[src/rtl/instr_issue_unit.sv]
// Instruction issue stage: queues words, presents opcodes to the decoder, holds memory ops until mem_done.
// Optional memory-stall cycle counter enabled by defining ISSUE_STALL_CNT_EN.
module instr_issue_unit #(
    parameter int INSTR_W = 32,
    parameter int QDEPTH  = 4
) (
    input  logic                     clk,
    input  logic                     rst,
    input  logic                     instr_valid,
    input  logic [INSTR_W-1:0]       instr,
    output logic                     instr_ready,
    input  logic                     flush,
    output logic [5:0]               opcode,
    output logic                     opcode_valid,
    input  logic                     mem_read,
    input  logic                     mem_write,
    input  logic                     mem_done,
    output logic                     issued,
    output logic [$clog2(QDEPTH):0]  q_count,
    output logic [15:0]              stall_cnt
);

    localparam int PW = $clog2(QDEPTH);
    localparam int CW = PW + 1;

    typedef enum logic [1:0] {
        IDLE     = 2'd0,
        ISSUE    = 2'd1,
        MEM_WAIT = 2'd2
    } state_t;

    state_t         state;
    logic [5:0]     opMem [QDEPTH];
    logic [PW-1:0]  headPtr;
    logic [PW-1:0]  tailPtr;
    logic           push;
    logic           pop;
    logic [CW-1:0]  nextCount;
    logic           unusedInstrBits;

    // Only the opcode field is ever consumed downstream.
    assign unusedInstrBits = ^instr[INSTR_W-7:0];

    // A full queue refuses a push even when the head retires in the same cycle.
    assign instr_ready  = (q_count < CW'(QDEPTH)) && !flush;
    assign push         = instr_valid && instr_ready;
    assign opcode_valid = (state != IDLE);
    assign issued       = pop;
    assign nextCount    = q_count + CW'(push) - CW'(pop);

    // Retire decision: decoded non-memory op in ISSUE, or completion in MEM_WAIT.
    always_comb begin
        pop = 1'b0;
        if (flush) begin
            pop = 1'b0;
        end else begin
            case (state)
                ISSUE:    pop = !(mem_read || mem_write);
                MEM_WAIT: pop = mem_done;
                default:  pop = 1'b0;
            endcase
        end
    end

    // Idle presents the NOP encoding so the decoder never sees a stale opcode.
    always_comb begin
        if (opcode_valid) begin
            opcode = opMem[headPtr];
        end else begin
            opcode = 6'h3F;
        end
    end

    // Opcode storage; lives outside reset since occupancy is tracked by the pointers.
    always_ff @(posedge clk) begin
        if (push) begin
            opMem[tailPtr] <= instr[INSTR_W-1 -: 6];
        end
    end

    // Issue FSM with queue pointers and occupancy.
    always_ff @(posedge clk or posedge rst) begin
        if (rst) begin
            state   <= IDLE;
            headPtr <= '0;
            tailPtr <= '0;
            q_count <= '0;
        end else if (flush) begin
            state   <= IDLE;
            headPtr <= '0;
            tailPtr <= '0;
            q_count <= '0;
        end else begin
            q_count <= nextCount;
            if (push) begin
                tailPtr <= tailPtr + PW'(1);
            end
            if (pop) begin
                headPtr <= headPtr + PW'(1);
            end
            case (state)
                IDLE: begin
                    if (q_count != '0) begin
                        state <= ISSUE;
                    end
                end
                ISSUE: begin
                    if (!pop) begin
                        state <= MEM_WAIT;
                    end else if (nextCount != '0) begin
                        state <= ISSUE;
                    end else begin
                        state <= IDLE;
                    end
                end
                MEM_WAIT: begin
                    if (pop) begin
                        state <= (nextCount != '0) ? ISSUE : IDLE;
                    end
                end
                default: state <= IDLE;
            endcase
        end
    end

`ifdef ISSUE_STALL_CNT_EN
    logic [15:0] stallCnt;

    // Saturating stall counter; survives flush, cleared only by reset.
    always_ff @(posedge clk or posedge rst) begin
        if (rst) begin
            stallCnt <= 16'h0000;
        end else if ((state == MEM_WAIT) && !mem_done && (stallCnt != 16'hFFFF)) begin
            stallCnt <= stallCnt + 16'h0001;
        end
    end

    assign stall_cnt = stallCnt;
`else
    assign stall_cnt = 16'h0000;
`endif

endmodule

[config.mk]
export PLATFORM = sky130hd
export DESIGN_NAME = instr_issue_unit
export DESIGN_NICKNAME = d
export VERILOG_FILES = /design/src/rtl/instr_issue_unit.sv
export SDC_FILE = /design/constraint.sdc
export NUM_CORES = 1
export LEC_CHECK = 0
export CAP_MARGIN = 30
export CORE_MARGIN = 2
export CORE_UTILIZATION = 46
export CTS_BUF_LIST = sky130_fd_sc_hd__clkbuf_16
export CTS_CLUSTER_SIZE = 12
export DETAILED_ROUTE_END_ITERATION = 12
export PLACE_DENSITY = 0.84
export RECOVER_POWER = 25
export SKIP_CTS_REPAIR_TIMING = 1
export SLEW_MARGIN = 15
export SYNTH_ARGS = -nofsm -noshare
export SYNTH_HDL_FRONTEND = slang
export SYNTH_SLANG_ARGS = --single-unit
[constraint.sdc]
create_clock -name clk -period 4.3 [get_ports clk]
set_input_delay 0.43 -clock clk [delete_from_list [all_inputs] [get_ports clk]]
set_output_delay 0.43 -clock clk [all_outputs]
set_load 0.01 [all_outputs]
==> metrics.cfg <==
[routing]
final_antenna_net_count = 0
vias_per_cell = 5.05
drc = 0
num_vias = 980
met2_length_um = 1600
dr_wl_met3_um = 158
dr.pass1.iters = 4
dr.first_iter.drc_count = 32
drt-total-wl_um = 2910
routed.top_layer = met4
drt-met1-wl_um = 1050
wire_per_inst_um = 15.0

[floorplan]
io_pins = 67
floorplan.initialDensity_pct = 49.2
coreArea_um2 = 3420
die_w_um = 64.4
die_h_um = 64.4
rows = 21
die_area_um2 = 4150

[timing]
slew_viol_final = 0
timing.fmax_mhz = 322
setup_tns_ns = 0
hold-worst-slack_ns = 0.542
hold_viol = 0
grt_setup_unrepaired = no
min_period_ns = 3.10
setup_violations = 0
period_share_pct = 72.2
fin_skew_ns = 0.00760

[clocking]
cts_buffers = 5
cts_tree = built
cts_max_level = 2
max-clock-path-buffers = 2
clkTransAtPathRegs_ns = 0.05
root_buffer = clkbuf_16
clock_sinks = 33
clkLatencyLatePin_ns = 0.28

[synth]
synth_edf_count = 24
yosysTopAreaCellShare_pct = 42.9
syn_area_um2 = 1680
ys_warn_count = 0
synth.distinct_cells = 27
synthCells = 121
synth_top_cells_by_area = edfxtp_1, dfrtp_1, mux4_2
synth_top_area_cell = edfxtp_1
synth_seq_cells = 33
yosysSeqAreaShare_pct = 56.3
yosys_most_used_dff = edfxtp_1
async_flop_share_pct = 27.3
syn-mean-instance-area_um2 = 13.9

[global_route]
overflow = 0
grt_pass1_wl_um = 4710
grt_max_degree = 12
antenna_found_initial = 0
groute.usage.overall_pct = 16.0
grt_pass1_vias = 992

[final_layout]
antenna_cells = 0
final_common_cell = edfxtp_1
area_delta_synth_final_pct = 20.8
fin_cells = 194
drive_gt1_share_pct = 10.8
final_cell_mix = edfxtp_1, clkdlybuf4s50_1, conb_1, ha_1
stdcell_area_um2 = 2030
nets = 197

[setup_path]
start_kind = input port
cp_cell_sequence = clkdlybuf4s50_1 -> nor2_1 -> nand2_1 -> ha_1 -> inv_1 -> ha_1 -> inv_1 -> fa_1 -> xor2_1 -> xnor2_1 -> a31oi_1 -> mux2_1
slowest_delay_ns = 0.61
slowest_stage = clkdlybuf4s50_1
cp-end-kind = register
critical_path_class = in -> reg
arrival_ns = 3.27
path_max_fanout = 11
required_ns = 4.47

[power_and_ir_drop]
totalPowerFinal_uw = 1090
power_leakage_uw = 0.000829
vdd_drop_max_mv = 0.414
p_per_area_nw_per_um2 = 535

[placed_design]
portBuffers = 24
place_area_um2 = 1890
gp_congestion = 0.733
hpwlAfterDp_um = 2130
placedCellCount = 186

[status]
outcome = finished clean

[hold_path]
hp-class = in -> async

[run]
cap_violations = 0

[where the power goes]
part / switching (µW) / internal, µW / leakage, µW
sequential: 38.9 / 386 / 0.000339
clock: 121 / 208 / 0.0000687
combinational: 160 / 173 / 0.000421
[through the flow]
step           utilization, %  worst slack, ns
2_1_floorplan               -             1.41
3_3_place_gp             55.4             1.02
3_5_place_dp             55.4            0.913
4_1_cts                  59.5             1.19
5_1_grt                  59.5            0.917
6_report                 59.5             1.20
[cell usage after synthesis, drive strengths merged (2+ instances only)]
cell,number
xor2,3
mux4,6
and3,6
nand3,2
nor2,10
ha,10
edfxtp,24
mux2,2
dfrtp,9
xnor2,2
inv,9
nand2,2
or2,6
nor2b,2
buf,19
[cell families (layout without fill, tap and decap cells)]
logic type,after synthesis,count (layout),synth area share (%)
AO/OA/AOI/OAI,4,4,2.09
XOR/XNOR,5,5,2.61
adder cells (fa/ha/maj),11,11,8.64
buffers and inverters,29,41,10.4
flip-flops,33,33,56.3
multiplexers,8,8,9.38
other,1,16,0.223
AND/OR/NAND/NOR,30,30,10.4
[cell type report]
cell class              instances  area [µm²]
multi-input cells              74         616
repair buffers                 24         240
inverters                       9        33.8
clock inverters                 3        12.5
clock buffers                   5         125
flip-flops and latches         33         946
well taps                      46        57.6
fillers                       273        1390
[flip-flops by register name, indices dropped and copies added, names as in the netlist]
name,count
tailPtr,2
headPtr,2
q_count,3
state,2
opMem,24
[worst paths after layout]
check                              start          to  slack [ns]  depth (start not counted)
worst max-delay path               flush    state[0]        1.20                         12
worst min-delay path                 rst    state[1]        0.54                          2
worst max register to register  state[0]    state[0]        1.20                         14
worst min register to register  state[0]    state[0]        0.57                          1
max in group asynchronous            rst  q_count[0]        3.50                          2
min in group clk                state[0]    state[0]        0.57                          1
[per-layer routing]
metal	global-route usage, %	up-vias
met5	0	-
met4	12.2	0
met3	4.51	14
met2	27.2	42
met1	16.8	479
li1	-	445
[critical path: cells and delay by family]
kind,cells,cell delay (ns)
buffers and inverters,3,0.72
adders and majority gates,3,0.80
AOI/OAI and AO/OA,1,0.11
xor gates and xnor gates,2,0.39
and+or+nand+nor,2,0.52
muxes,1,0.29
No activity file was read; power rests on OpenSTA's default activity.
